File: src/rtl/hlsm_pkg.sv
// ----------------------------------------------------------------------------
// hlsm_pkg
// Shared definitions for the hlsm_cmpsel_w compare/select datapath leaf:
// state register width and the 3-bit state encoding (Wait=0 .. Final=6).
// No ports.
// ----------------------------------------------------------------------------
package hlsm_pkg;

    localparam int STATE_W = 3;

    typedef enum logic [STATE_W-1:0] {
        S_WAIT  = 3'd0,
        S_1     = 3'd1,
        S_2     = 3'd2,
        S_3     = 3'd3,
        S_4     = 3'd4,
        S_5     = 3'd5,
        S_FINAL = 3'd6
    } state_t;

endpackage

File: src/rtl/hlsm_cmpsel_w_if.sv
// ----------------------------------------------------------------------------
// hlsm_cmpsel_w_if
// Run/operand/result bundle for hlsm_cmpsel_w.
//   Start      run request (master -> slave)
//   a, b, c    operands    (master -> slave)
//   Busy       state != Wait
//   Done       state == Final
//   x, z       registered results
//   Ovf        overflow flag, only when HLSM_OVF_FLAG_EN is defined
// Parameter DATAWIDTH must match the attached hlsm_cmpsel_w instance.
// ----------------------------------------------------------------------------
interface hlsm_cmpsel_w_if #(
    parameter int DATAWIDTH = 32
) ();

    logic                 Start;
    logic [DATAWIDTH-1:0] a;
    logic [DATAWIDTH-1:0] b;
    logic [DATAWIDTH-1:0] c;
    logic                 Busy;
    logic                 Done;
    logic [DATAWIDTH-1:0] x;
    logic [DATAWIDTH-1:0] z;
`ifdef HLSM_OVF_FLAG_EN
    logic                 Ovf;
`endif

    modport slave (
        input  Start, a, b, c,
`ifdef HLSM_OVF_FLAG_EN
        output Ovf,
`endif
        output Busy, Done, x, z
    );

    modport master (
        output Start, a, b, c,
`ifdef HLSM_OVF_FLAG_EN
        input  Ovf,
`endif
        input  Busy, Done, x, z
    );

endinterface

File: src/rtl/hlsm_cmp_unit.sv
// ----------------------------------------------------------------------------
// hlsm_cmp_unit
// Combinational comparator for the d/e intermediates.
//   d, e   in   DATAWIDTH  values to compare
//   eq     out  1          d == e
//   lt     out  1          d <  e (two's complement when SIGNED=1)
// ----------------------------------------------------------------------------
module hlsm_cmp_unit #(
    parameter int DATAWIDTH = 32,
    parameter bit SIGNED    = 1'b0
) (
    input  logic [DATAWIDTH-1:0] d_i,
    input  logic [DATAWIDTH-1:0] e_i,
    output logic                 eq_o,
    output logic                 lt_o
);

    assign eq_o = (d_i == e_i);

    generate
        if (SIGNED) begin : g_signed
            assign lt_o = ($signed(d_i) < $signed(e_i));
        end else begin : g_unsigned
            assign lt_o = (d_i < e_i);
        end
    endgenerate

endmodule

File: src/rtl/hlsm_cmpsel_w.sv
// ----------------------------------------------------------------------------
// hlsm_cmpsel_w
// Scheduled compare/select datapath leaf. On Start the operands are latched
// and over five datapath states it computes
//   d=a+b, e=a+c, f=a-b, g=(d<e)?d:e, h=(d==e)?g:f, x=g<<(d<e), z=h>>(d==e)
// presenting x/z in Final. Start in Final chains directly into a new run.
// Ports:
//   Clk    rising-edge clock
//   Rst_n  asynchronous active-low reset
//   bus    hlsm_cmpsel_w_if.slave (Start, a, b, c, Busy, Done, x, z[, Ovf])
// Optional feature macro: HLSM_OVF_FLAG_EN (adds Ovf = overflow on d, e, f).
//
// state  | meaning
// S_WAIT | idle, waiting for Start
// S_1    | compute d, e
// S_2    | compute f, d==e, d<e
// S_3    | compute g
// S_4    | compute h, x_int
// S_5    | compute z_int, load outputs
// S_FINAL| Done; Start chains a new run
// ----------------------------------------------------------------------------
module hlsm_cmpsel_w
    import hlsm_pkg::*;
#(
    parameter int DATAWIDTH = 32,
    parameter bit SIGNED    = 1'b0
) (
    input  logic          Clk,
    input  logic          Rst_n,
    hlsm_cmpsel_w_if.slave bus
);

    state_t state_q, state_d;

    logic [DATAWIDTH-1:0] a_q, b_q, c_q;
    logic [DATAWIDTH-1:0] d_q, e_q, f_q, g_q, h_q;
    logic [DATAWIDTH-1:0] x_int_q, z_int_q;
    logic [DATAWIDTH-1:0] x_q, z_q;
    logic                 eq_q, lt_q;

    logic                 eq_w, lt_w;
    logic                 run_start;
    logic [DATAWIDTH-1:0] h_shr;
    logic [DATAWIDTH-1:0] z_next;

    hlsm_cmp_unit #(
        .DATAWIDTH (DATAWIDTH),
        .SIGNED    (SIGNED)
    ) u_cmp (
        .d_i  (d_q),
        .e_i  (e_q),
        .eq_o (eq_w),
        .lt_o (lt_w)
    );

    assign run_start = ((state_q == S_WAIT) || (state_q == S_FINAL)) && bus.Start;

    always_comb begin
        state_d = state_q;
        case (state_q)
            S_WAIT:  state_d = bus.Start ? S_1 : S_WAIT;
            S_1:     state_d = S_2;
            S_2:     state_d = S_3;
            S_3:     state_d = S_4;
            S_4:     state_d = S_5;
            S_5:     state_d = S_FINAL;
            S_FINAL: state_d = bus.Start ? S_1 : S_WAIT;
            default: state_d = S_WAIT;
        endcase
    end

    always_ff @(posedge Clk or negedge Rst_n) begin
        if (!Rst_n) state_q <= S_WAIT;
        else        state_q <= state_d;
    end

    // Shift by the 1-bit eq flag: either h unchanged or h shifted right once.
    assign h_shr  = SIGNED ? {h_q[DATAWIDTH-1], h_q[DATAWIDTH-1:1]}
                           : {1'b0, h_q[DATAWIDTH-1:1]};
    assign z_next = eq_q ? h_shr : h_q;

    always_ff @(posedge Clk or negedge Rst_n) begin
        if (!Rst_n) begin
            a_q     <= '0;
            b_q     <= '0;
            c_q     <= '0;
            d_q     <= '0;
            e_q     <= '0;
            f_q     <= '0;
            g_q     <= '0;
            h_q     <= '0;
            x_int_q <= '0;
            z_int_q <= '0;
            x_q     <= '0;
            z_q     <= '0;
            eq_q    <= 1'b0;
            lt_q    <= 1'b0;
        end else begin
            if (run_start) begin
                a_q <= bus.a;
                b_q <= bus.b;
                c_q <= bus.c;
            end
            case (state_q)
                S_1: begin
                    d_q <= a_q + b_q;
                    e_q <= a_q + c_q;
                end
                S_2: begin
                    f_q  <= a_q - b_q;
                    eq_q <= eq_w;
                    lt_q <= lt_w;
                end
                S_3: g_q <= lt_q ? d_q : e_q;
                S_4: begin
                    h_q     <= eq_q ? g_q : f_q;
                    x_int_q <= g_q << lt_q;
                end
                S_5: begin
                    // z_int is produced on this same edge, so the output takes
                    // the value being written rather than the stale register.
                    z_int_q <= z_next;
                    z_q     <= z_next;
                    x_q     <= x_int_q;
                end
                default: ;
            endcase
        end
    end

`ifdef HLSM_OVF_FLAG_EN
    logic [DATAWIDTH:0] add_ab_w, add_ac_w, sub_ab_w;
    logic               ovf_d_w, ovf_e_w, ovf_f_w;
    logic               ovf_q;
    localparam int      MSB = DATAWIDTH - 1;

    assign add_ab_w = {1'b0, a_q} + {1'b0, b_q};
    assign add_ac_w = {1'b0, a_q} + {1'b0, c_q};
    assign sub_ab_w = {1'b0, a_q} - {1'b0, b_q};

    generate
        if (SIGNED) begin : g_ovf_s
            assign ovf_d_w = (a_q[MSB] == b_q[MSB]) && (add_ab_w[MSB] != a_q[MSB]);
            assign ovf_e_w = (a_q[MSB] == c_q[MSB]) && (add_ac_w[MSB] != a_q[MSB]);
            assign ovf_f_w = (a_q[MSB] != b_q[MSB]) && (sub_ab_w[MSB] != a_q[MSB]);
        end else begin : g_ovf_u
            assign ovf_d_w = add_ab_w[DATAWIDTH];
            assign ovf_e_w = add_ac_w[DATAWIDTH];
            assign ovf_f_w = sub_ab_w[DATAWIDTH];
        end
    endgenerate

    always_ff @(posedge Clk or negedge Rst_n) begin
        if (!Rst_n)                ovf_q <= 1'b0;
        else if (run_start)        ovf_q <= 1'b0;
        else if (state_q == S_1)   ovf_q <= ovf_d_w | ovf_e_w;
        else if (state_q == S_2)   ovf_q <= ovf_q | ovf_f_w;
    end

    assign bus.Ovf = ovf_q;
`endif

    assign bus.Busy = (state_q != S_WAIT);
    assign bus.Done = (state_q == S_FINAL);
    assign bus.x    = x_q;
    assign bus.z    = z_q;

endmodule

File: src/flat_wrapper.sv
// flat-port wrapper written by rule: the top's interface ports become plain ports
module hlsm_cmpsel_w_flat import hlsm_pkg::*;
#(
    parameter int DATAWIDTH = 32,
    parameter bit SIGNED    = 1'b0
)
  (Clk, Rst_n, bus_Start, bus_a, bus_b, bus_c, bus_Busy, bus_Done, bus_x, bus_z);
  hlsm_cmpsel_w_if #(.DATAWIDTH(DATAWIDTH)) bus_i ();
  input  logic Clk;
  input  logic Rst_n;
  input wire logic [$bits(bus_i.Start)-1:0] bus_Start;
  input wire logic [$bits(bus_i.a)-1:0] bus_a;
  input wire logic [$bits(bus_i.b)-1:0] bus_b;
  input wire logic [$bits(bus_i.c)-1:0] bus_c;
  output wire logic [$bits(bus_i.Busy)-1:0] bus_Busy;
  output wire logic [$bits(bus_i.Done)-1:0] bus_Done;
  output wire logic [$bits(bus_i.x)-1:0] bus_x;
  output wire logic [$bits(bus_i.z)-1:0] bus_z;
  assign bus_i.Start = bus_Start;
  assign bus_i.a = bus_a;
  assign bus_i.b = bus_b;
  assign bus_i.c = bus_c;
  assign bus_Busy = bus_i.Busy;
  assign bus_Done = bus_i.Done;
  assign bus_x = bus_i.x;
  assign bus_z = bus_i.z;
  hlsm_cmpsel_w #(.DATAWIDTH(DATAWIDTH), .SIGNED(SIGNED)) u_core (.Clk(Clk), .Rst_n(Rst_n), .bus(bus_i));
endmodule
File: config.mk
export PLATFORM = sky130hd
export DESIGN_NAME = hlsm_cmpsel_w_flat
export DESIGN_NICKNAME = d
export VERILOG_FILES = /design/src/rtl/hlsm_pkg.sv /design/src/rtl/hlsm_cmpsel_w_if.sv /design/src/rtl/hlsm_cmp_unit.sv /design/src/rtl/hlsm_cmpsel_w.sv /design/src/flat_wrapper.sv
export SDC_FILE = /design/constraint.sdc
export NUM_CORES = 1
export LEC_CHECK = 0
export CORE_MARGIN = 10
export CORE_UTILIZATION = 40
export CTS_BUF_LIST = sky130_fd_sc_hd__clkbuf_4 sky130_fd_sc_hd__clkbuf_8
export DETAILED_ROUTE_END_ITERATION = 6
export GPL_ROUTABILITY_DRIVEN = 0
export GPL_TIMING_DRIVEN = 0
export PLACE_DENSITY_LB_ADDON = 0.25
export RECOVER_POWER = 100
export SYNTH_ARGS = -nofsm -noshare
export SYNTH_HDL_FRONTEND = slang
export SYNTH_SLANG_ARGS = --single-unit
File: constraint.sdc
create_clock -name Clk -period 3.7 [get_ports Clk]
set_clock_uncertainty 0.05 [all_clocks]
set_input_delay 0.555 -clock Clk [delete_from_list [all_inputs] [get_ports Clk]]
set_output_delay 0.555 -clock Clk [all_outputs]
set_load 0.01 [all_outputs]
==> results of run 1 <==
Yosys cell counts, drive strengths merged (4+ instances only):
cell type and count:
dfrtp 357, nand2 196, o21ai 188, a21oi 156
mux2 128, mux2i 127, ha 125, nor2 124
inv 102, clkbuf 88, xnor2 59, a21o 42
xor2 24, a211oi 21, buf 20, nor3 18
nand2b 16, o21bai 15, nand4 14, nand3 13
o31ai 13, o211ai 12, a31oi 10, and3 10
nor4 10, nor2b 9, o21a 8, or2 7
a221oi 5, a2111oi 4, o31a 4
critical path, delay by kind of cell (launching register included):
kind,cells,cell delay [ns]
AO/OA/AOI/OAI,7,1.88
XOR/XNOR,1,0.16
adder cells (fa/ha/maj),2,0.64
flip-flops,1,0.42
AND/OR/NAND/NOR,1,0.18
cells in the final DEF (no fill, tap or decap), types with 6 or more instances in the layout:
cell,synthesis,layout
sky130_fd_sc_hd__o21bai_1,15,15
sky130_fd_sc_hd__a211oi_1,19,21
sky130_fd_sc_hd__nor2b_1,9,9
sky130_fd_sc_hd__ha_1,125,125
sky130_fd_sc_hd__o31ai_1,12,11
sky130_fd_sc_hd__dfrtp_1,357,357
sky130_fd_sc_hd__bufinv_16,0,6
sky130_fd_sc_hd__clkbuf_8,0,74
sky130_fd_sc_hd__a31oi_1,10,10
sky130_fd_sc_hd__nand3_1,13,13
sky130_fd_sc_hd__inv_1,101,101
sky130_fd_sc_hd__clkbuf_4,0,13
sky130_fd_sc_hd__dlygate4sd3_1,0,67
sky130_fd_sc_hd__o21a_1,8,8
sky130_fd_sc_hd__clkinv_2,0,15
sky130_fd_sc_hd__and3_1,10,10
sky130_fd_sc_hd__xnor2_1,59,59
sky130_fd_sc_hd__mux2i_1,127,127
sky130_fd_sc_hd__xor2_1,24,24
sky130_fd_sc_hd__nand2b_1,16,16
sky130_fd_sc_hd__clkdlybuf4s50_1,0,97
sky130_fd_sc_hd__nor3_1,18,18
sky130_fd_sc_hd__mux2_2,128,128
sky130_fd_sc_hd__nor2_1,124,124
sky130_fd_sc_hd__clkbuf_1,88,99
sky130_fd_sc_hd__or2_2,6,6
sky130_fd_sc_hd__nand2_1,196,196
sky130_fd_sc_hd__a21o_1,42,42
sky130_fd_sc_hd__nand4_1,14,14
sky130_fd_sc_hd__o21ai_0,182,185
sky130_fd_sc_hd__o211ai_1,12,12
sky130_fd_sc_hd__nor4_1,10,10
sky130_fd_sc_hd__a21oi_1,156,155
final cells by class:
class	count	share of cell area [%]
clock buffers	87	4.70
inverters	102	1.61
flip-flops and latches	357	37.7
diodes	1	0.0105
repair buffers	168	7.29
well taps	664	3.50
multi-input cells	1407	42.2
plain buffers	108	1.75
clock inverters	26	1.26
timing repair:
action | in CTS | in global routing
hold buffers | 1 | 0
hold endpoints to repair | 75 | 0
gates resized for setup | 1 | 5
setup endpoints to repair | 2 | 13
buffers inserted | 0 | 0
worst paths after layout:
path                                    end              from
setup / recovery             u_core.d_q[30]     u_core.a_q[0]
hold / removal             u_core.bus.z[25]  u_core.bus.z[25]
setup reg to reg             u_core.d_q[30]     u_core.a_q[0]
hold reg to reg            u_core.bus.z[25]  u_core.bus.z[25]
max in group asynchronous  u_core.bus.z[30]             Rst_n
min in group asynchronous     u_core.c_q[6]             Rst_n
per-stage QoR:
stage	hold slack, ns	TNS, ns	instances	cell area, µm²
floorplan	0.209	0	1974	19700
global placement	0.416	-4635.24	2802	22200
detailed placement	0.422	0	2805	22300
CTS	0.380	0	2919	23700
global route	0.425	0	2920	23700
finish	0.424	0	2920	23700
per-layer routing:
| metal | part of all wire [%] | track usage [%] | vias to the layer above |
|---|---|---|---|
| li1 | - | - | 7427 |
| met1 | 47 | 23.6 | 7294 |
| met2 | 46 | 29.7 | 411 |
| met3 | 4.3 | 2.48 | 95 |
| met4 | 2.6 | 5.94 | 2 |
| met5 | 0.024 | 0 | - |
logic make-up (layout without fill, tap and decap cells):
family / count (synthesis) / count (layout) / synth area share [%]
adder cells (fa/ha/maj): 128 / 128 / 8.23
AO/OA/AOI/OAI: 511 / 511 / 15.6
XOR/XNOR: 83 / 83 / 3.68
flip-flops: 357 / 357 / 45.3
AND/OR/NAND/NOR: 430 / 430 / 9.47
other: 0 / 1 / 0
multiplexers: 255 / 255 / 13.7
buffers and inverters: 210 / 491 / 4.05
==> results.yml, run 1 <==
floorplanning:
  dieArea_um2: 58600
  rows: 81
  io_pins: 165
  die_h_um: 242
  floorplan.initialDensity_pct: 40.4
  design.core.area_um2: 48800
  die_width_um: 242
clocking:
  clkSlewWorstSetupHoldPaths_ns: 0.06
  cts_tree: "built"
  clk_path_buf_depth: 3
  clk-insertion-delay-late_ns: 0.66
  clock_sinks: 357
  tritoncts_buffers: 61
  clock-root-buffer: "sky130_fd_sc_hd__clkbuf_8"
  cts.htree.levels: 2
global_route:
  grt_antenna_before_repair: 2
  global_route_wire_length_before_repair_um: 84900
  grtUsageTotal_pct: 17.9
  grt_overflow_total: 0
  maximum_number_of_pins_on_one_net_before_global_route_repair: 110
  grt_pass1_vias: 15800
sta:
  setup_repair_after_global_routing_missed_its_margin: "false"
  drv_slew: 76
  slew_headroom_pct: -33.3
  max_slew.worst_pin.slew_ns: 2.00
  final_hold_fails: 0
  layout_worst_path_cycle_share_pct: 92.8
  post-route-worst-setup-slack_ns: 0.267
  final.min_clock_period_ns: 3.43
  setup_viol: 0
  clock.fmax_ghz: 0.291
logic_synthesis:
  ys_top_cells_by_area: "sky130_fd_sc_hd__dfrtp_1 (45%), sky130_fd_sc_hd__ha_1 (7.9%), sky130_fd_sc_hd__mux2_2 (7.3%), sky130_fd_sc_hd__mux2i_1 (6.4%), sky130_fd_sc_hd__o21ai_0 (4.6%)"
  yosys_warnings: 0
  synth-edff-count: 0
  synth_flop_cell: "sky130_fd_sc_hd__dfrtp_1"
  synth_fp_nets: 2201
  syn-instance-count: 1974
  ys_seq_elements: 357
  post_synth_instance_area_um2: 19700
  netlist-cell-type-count: 68
  async_flop_share_pct: 100
  sequential_cell_area_fraction_in_the_yosys_report_pct: 45.3
  biggest_area_consumer_among_synthesized_cells: "sky130_fd_sc_hd__dfrtp_1"
  avgSynthCellArea_um2: 10.0
  synth_top_area_share_pct: 45.3
place:
  place.port_buffers: 164
  dp.final_hpwl_um: 42600
  dp_worst_setup_slack_ns: 0.0131
layout:
  nNetsFinal: 2432
  multiInputGateArea_um2: 10000
  areaGrowthSynthToFinish_pct: 20.2
  sequential_cell_area_um2: 8930
  layout.core_utilization_pct: 48.6
  fillCellCount: 4613
  final_layout_size_suffix_gt1_share_pct: 11.8
worst_setup_path:
  crit_required_ns: 4.21
  crit_fanout: 4
  slowest_stage: "sky130_fd_sc_hd__dfrtp_1"
  timing.critical_path.mode_cell: "sky130_fd_sc_hd__o211ai_1"
  arrival_time_at_the_worst_endpoint_ns: 3.94
  worst_setup_slack_for_register_to_register_paths_ns: 0.27
  endpoint_kind: "flip-flop"
  crit_path_class: "reg -> reg"
  critPathLaunchType: "flip-flop"
  timing.critical_path.cells: "ha_1 > fa_1 > nor2b_1 > o311ai_1 > o211ai_1 > o31ai_2 > o211ai_1 > a21oi_2 > o221ai_1 > xor2_1 > o21ai_0"
  critPathMaxStageDelay_ns: 0.42
  r2r.worst_path.cells: 11
routing:
  postRouteAntennaNets: 0
  totalWireLength_um: 53600
  avgViaCountPerCell: 5.22
  post_detailed_route_drc_marker_count: 0
  detailroute.via_count: 15200
  drt_pre_antenna_iters: 7
  detail_route.wl_per_cell_um: 18.4
  drt_first_iter_violations: 893
worst_hold_path:
  min_delay_path_depth: 2
  hold_class: "reg -> reg"
status:
  outcome: "finished, violations left"
  violations_in_the_final_reports: "capacitance limit, slew limit"
flow_run:
  number_of_violations_of_the_max_capacitance_limit: 1
Power of run 1 is left out: the tool's default activity adds up to more than one toggle a clock period on the data nets, which glitch-free logic cannot reach.
==> run 2, diff against run 1 <==
CORE_MARGIN = 4   (was 10)
SLEW_MARGIN = 20   (was unset)
==> results.yml, run 2 (synthesis gave the netlist of run 1 again) <==
worst_hold_path:
  hold_class: "reg -> reg"
floorplanning:
  floorplan.initialDensity_pct: 40.4
  dieArea_um2: 53000
  rows: 81
  design.core.area_um2: 48800
  io_pins: 165
  die_width_um: 230
  die_h_um: 230
place:
  dp_worst_setup_slack_ns: 0.0679
  placed_cells: 2806
  place.port_buffers: 164
  dp.final_hpwl_um: 41500
clocking:
  clk-insertion-delay-late_ns: 0.68
  postCtsSetupRepairBufs: 0
  clock-root-buffer: "sky130_fd_sc_hd__clkbuf_8"
  clk_path_buf_depth: 3
  cts.htree.levels: 2
  clkSlewWorstSetupHoldPaths_ns: 0.06
  cts_tree: "built"
  tritoncts_buffers: 59
  clock_sinks: 357
routing:
  totalWireLength_um: 52400
  drt_first_iter_violations: 955
  avgViaCountPerCell: 5.18
  detail_route.wl_per_cell_um: 18.0
  postRouteAntennaNets: 0
  drt_pre_antenna_iters: 5
  detailroute.via_count: 15100
  post_detailed_route_drc_marker_count: 0
layout:
  finalNonFillerCells: 2915
  final_layout_size_suffix_gt1_share_pct: 11.5
  layout.cells.most_common_list: "sky130_fd_sc_hd__dfrtp_1 (357), sky130_fd_sc_hd__nand2_1 (196), sky130_fd_sc_hd__o21ai_0 (185), sky130_fd_sc_hd__a21oi_1 (155), sky130_fd_sc_hd__mux2_2 (128)"
  layout.cells.most_common: "sky130_fd_sc_hd__dfrtp_1"
  nNetsFinal: 2431
  areaGrowthSynthToFinish_pct: 19.3
worst_setup_path:
  slowest_stage: "sky130_fd_sc_hd__o41ai_1"
  timing.critical_path.mode_cell: "sky130_fd_sc_hd__o21ai_0"
  arrival_time_at_the_worst_endpoint_ns: 4.00
  crit_fanout: 8
  crit_required_ns: 4.14
  critical-path-top-delay-family: "compound AO/OA/AOI/OAI gates"
  crit_path_class: "reg -> reg"
  timing.critical_path.buf_inv: 2
  endpoint_kind: "flip-flop"
  timing.critical_path.cells: "inv_1 > ha_1 > buf_2 > o211ai_1 > a21oi_1 > o41ai_1 > nand2_1 > a211o_1 > a221oi_1 > o21ai_0 > xnor2_1 > o21ai_0"
  critPathLaunchType: "flip-flop"
  critPathMaxStageDelay_ns: 0.49
flow_run:
  number_of_violations_of_the_max_capacitance_limit: 0
sta:
  drv_slew: 0
  post-route-worst-setup-slack_ns: 0.132
  slew_headroom_pct: 14.8
  max_slew.worst_pin.slew_ns: 1.28
  final_hold_fails: 0
  layout_worst_path_cycle_share_pct: 96.4
  clock.fmax_ghz: 0.280
  final.min_clock_period_ns: 3.57
  setup_viol: 0
  setup_repair_after_global_routing_missed_its_margin: "false"
  totalNegativeSetupSlack_ns: 0
global_route:
  grt_pass1_vias: 15300
  maximum_number_of_pins_on_one_net_before_global_route_repair: 96
  grt_overflow_total: 0
  grt_antenna_before_repair: 0
  global_route_wire_length_before_repair_um: 82700
  grtUsageTotal_pct: 19.5
status:
  outcome: "finished, final reports clean"
run 2: changes by cell type in the layout (fill, tap and decap cells not counted), moves of 2 or more:
cell,before,now
sky130_fd_sc_hd__inv_6,1,3
sky130_fd_sc_hd__clkbuf_8,74,70
sky130_fd_sc_hd__buf_16,3,1
sky130_fd_sc_hd__clkinv_2,15,11
sky130_fd_sc_hd__clkbuf_4,13,19
sky130_fd_sc_hd__bufinv_16,6,3
run 2: cell type report:
| type | count | area (µm²) |
|---|---|---|
| antenna | 1 | 2.50 |
| buffer | 108 | 417 |
| clock buffer | 87 | 1090 |
| clock inverter | 20 | 198 |
| fill | 4678 | 25300 |
| inverter | 102 | 383 |
| multi-input combinational | 1407 | 10000 |
| sequential | 357 | 8930 |
| tap | 664 | 831 |
| timing repair buffer | 169 | 1700 |
run 2: path summary, 6_finish.rpt:
check                                 from               end  slack [ns]  cells past startpoint
max reg2reg                  u_core.b_q[2]    u_core.f_q[31]        0.13                     12
max in group asynchronous            Rst_n    u_core.a_q[16]        0.59                      5
min in group asynchronous            Rst_n  u_core.bus.z[29]        0.52                      2
max                          u_core.b_q[2]    u_core.f_q[31]        0.13                     12
min reg2reg                u_core.bus.z[9]   u_core.bus.z[9]        0.42                      2
min                        u_core.bus.z[9]   u_core.bus.z[9]        0.42                      2
run 2: tightest hold or removal path: cells and delay by family (launching register included):
family / cells / cell delay, ns
AO/OA/AOI/OAI: 1 / 0.06
flip-flops: 1 / 0.33
AND/OR/NAND/NOR: 1 / 0.04
run 2: layer usage:
metal	track usage (%)	up-vias	routed length [µm]
li1	-	7425	-
met3	3.17	84	2680
met1	27.3	7190	24600
met4	5.69	0	1350
met5	0	-	0
met2	31.4	404	23800
run 2: stage by stage:
step | cell area [µm²] | hold WS (ns) | util [%]
6_report | 23600 | 0.420 | 48.2
3_5_place_dp | 22300 | 0.338 | 45.7
5_1_grt | 23600 | 0.411 | 48.2
2_1_floorplan | 19700 | 0.209 | -
3_3_place_gp | 22200 | 0.417 | 45.5
4_1_cts | 23600 | 0.233 | 48.4
run 2: timing repair:
item | CTS | global route
endpoints found under the hold margin | 185 | 0
setup endpoints to repair | 0 | 4
hold buffers | 1 | 0
gates resized for setup | 0 | 2
Power of run 2 is left out for the same reason.
==> run 3, diff against run 2 <==
CAP_MARGIN = 20   (was unset)
==> results.yml, run 3 (synthesis gave the netlist of run 1 again) <==
status:
  outcome: "finished, final reports clean"
worst_setup_path:
  critical-path-top-delay-family: "compound AO/OA/AOI/OAI gates"
  endpoint_kind: "flip-flop"
  timing.critical_path.cells: "inv_1 > ha_1 > buf_2 > o211ai_1 > a21oi_1 > o41ai_1 > nand2_1 > a211o_1 > a221oi_1 > o21ai_0 > xnor2_1 > o21ai_1"
  timing.critical_path.buf_inv: 2
  crit_required_ns: 4.16
  critPathLaunchType: "flip-flop"
  crit_fanout: 8
  crit_path_class: "reg -> reg"
  slowest_stage: "sky130_fd_sc_hd__o41ai_1"
  arrival_time_at_the_worst_endpoint_ns: 4.05
  critPathMaxStageDelay_ns: 0.53
routing:
  drt_pre_antenna_iters: 6
  totalWireLength_um: 52400
  avgViaCountPerCell: 5.17
  drt_first_iter_violations: 925
  postRouteAntennaNets: 0
  post_detailed_route_drc_marker_count: 0
  detail_route.wl_per_cell_um: 18.0
  detailroute.via_count: 15000
floorplanning:
  rows: 81
  io_pins: 165
  design.core.area_um2: 48800
  die_width_um: 230
  dieArea_um2: 53000
  floorplan.initialDensity_pct: 40.4
  die_h_um: 230
clocking:
  clkSlewWorstSetupHoldPaths_ns: 0.06
  cts.htree.levels: 2
  clk_path_buf_depth: 3
  tritoncts_buffers: 59
  cts_tree: "built"
  clk-insertion-delay-late_ns: 0.67
  clock_sinks: 357
  clock-root-buffer: "sky130_fd_sc_hd__clkbuf_8"
layout:
  final_area_um2: 23500
  final_layout_size_suffix_gt1_share_pct: 11.3
  layout.cells.most_common: "sky130_fd_sc_hd__dfrtp_1"
  areaGrowthSynthToFinish_pct: 19.1
  layout.core_utilization_pct: 48.1
  nNetsFinal: 2432
  fillCellCount: 4677
  layout.cells.most_common_list: "sky130_fd_sc_hd__dfrtp_1 (357), sky130_fd_sc_hd__nand2_1 (196), sky130_fd_sc_hd__o21ai_0 (184), sky130_fd_sc_hd__a21oi_1 (155)"
sta:
  drv_slew: 0
  final.min_clock_period_ns: 3.58
  clock.fmax_ghz: 0.279
  slew_headroom_pct: 15.5
  max_slew.worst_pin.slew_ns: 1.27
  post-route-worst-setup-slack_ns: 0.116
  final_hold_fails: 0
  layout_worst_path_cycle_share_pct: 96.9
  setup_repair_after_global_routing_missed_its_margin: "false"
  setup_viol: 0
worst_hold_path:
  hold_class: "reg -> reg"
place:
  dp.final_hpwl_um: 41500
  dpl-instance-area_um2: 22300
  place.port_buffers: 164
  dp_worst_setup_slack_ns: 0.0930
global_route:
  global_route.peak_usage_layer: "met2"
  grtUsageTotal_pct: 19.4
  global_route_wire_length_before_repair_um: 82100
  grt_overflow_total: 0
  grt_antenna_before_repair: 0
  groute.layer.met3.usage_pct: 3.48
  use_met2_pct: 30.8
  grt_pass1_vias: 15100
  global_route.usage.met1_pct: 27.2
  maximum_number_of_pins_on_one_net_before_global_route_repair: 96
flow_run:
  number_of_violations_of_the_max_capacitance_limit: 0
## run 3: cell count changes in the layout (fill, tap and decap cells not counted), moves of 2 or more
| cell | before | now |
|---|---|---|
| sky130_fd_sc_hd__clkbuf_1 | 99 | 96 |
| sky130_fd_sc_hd__inv_6 | 3 | 0 |
| sky130_fd_sc_hd__buf_1 | 3 | 5 |
| sky130_fd_sc_hd__clkbuf_8 | 70 | 68 |
| sky130_fd_sc_hd__clkinv_8 | 0 | 2 |
## run 3: what timing repair did
item | 4_1_cts | 5_1_grt
endpoints found under the hold margin | 194 | 0
hold buffers | 1 | 0
buffers inserted | 0 | 0
resized for setup | 0 | 6
setup endpoints to repair | 0 | 4
## run 3: path summary, 6_finish.rpt
path | start | end | slack [ns] | depth (start not counted)
min in group asynchronous | Rst_n | u_core.bus.x[30] | 0.53 | 2
max in group asynchronous | Rst_n | u_core.a_q[16] | 0.57 | 5
worst max-delay path | u_core.b_q[2] | u_core.f_q[31] | 0.12 | 12
worst max register to register | u_core.b_q[2] | u_core.f_q[31] | 0.12 | 12
worst min-delay path | u_core.bus.z[9] | u_core.bus.z[9] | 0.42 | 2
worst min register to register | u_core.bus.z[9] | u_core.bus.z[9] | 0.42 | 2
## run 3: cell type report
| type | instances | area, µm² | share of cell area [%] |
|---|---|---|---|
| Sequential cell | 357 | 8930 | 38.0 |
| Buffer | 108 | 418 | 1.78 |
| Inverter | 102 | 383 | 1.63 |
| Clock inverter | 17 | 169 | 0.718 |
| Clock buffer | 85 | 1060 | 4.52 |
| Timing Repair Buffer | 170 | 1710 | 7.29 |
| Tap cell | 664 | 831 | 3.53 |
| Multi-Input combinational cell | 1407 | 10000 | 42.5 |
| Antenna cell | 1 | 2.50 | 0.0106 |
## run 3: worst register-to-register path, delay by kind of cell (launching register included)
family	cells	cell delay [ns]
AOI/OAI and AO/OA	7	1.95
DFF	1	0.38
buffers and inverters	2	0.23
adders and majority gates	1	0.27
xor gates and xnor gates	1	0.29
and+or+nand+nor	1	0.26
## run 3: metrics by stage
step	instances	hold slack [ns]	setup TNS [ns]
2_1_floorplan	1974	0.209	0
3_3_place_gp	2802	0.417	-4661.51
3_5_place_dp	2807	0.338	0
4_1_cts	2910	0.209	0
5_1_grt	2910	0.415	0
6_report	2911	0.420	0
## run 3: routing by layer
metal,routed length (µm),up-vias
met5,0,-
met4,1520,0
met3,2710,96
met2,23600,425
met1,24500,7108
li1,-,7417
Power of run 3 is left out for the same reason.
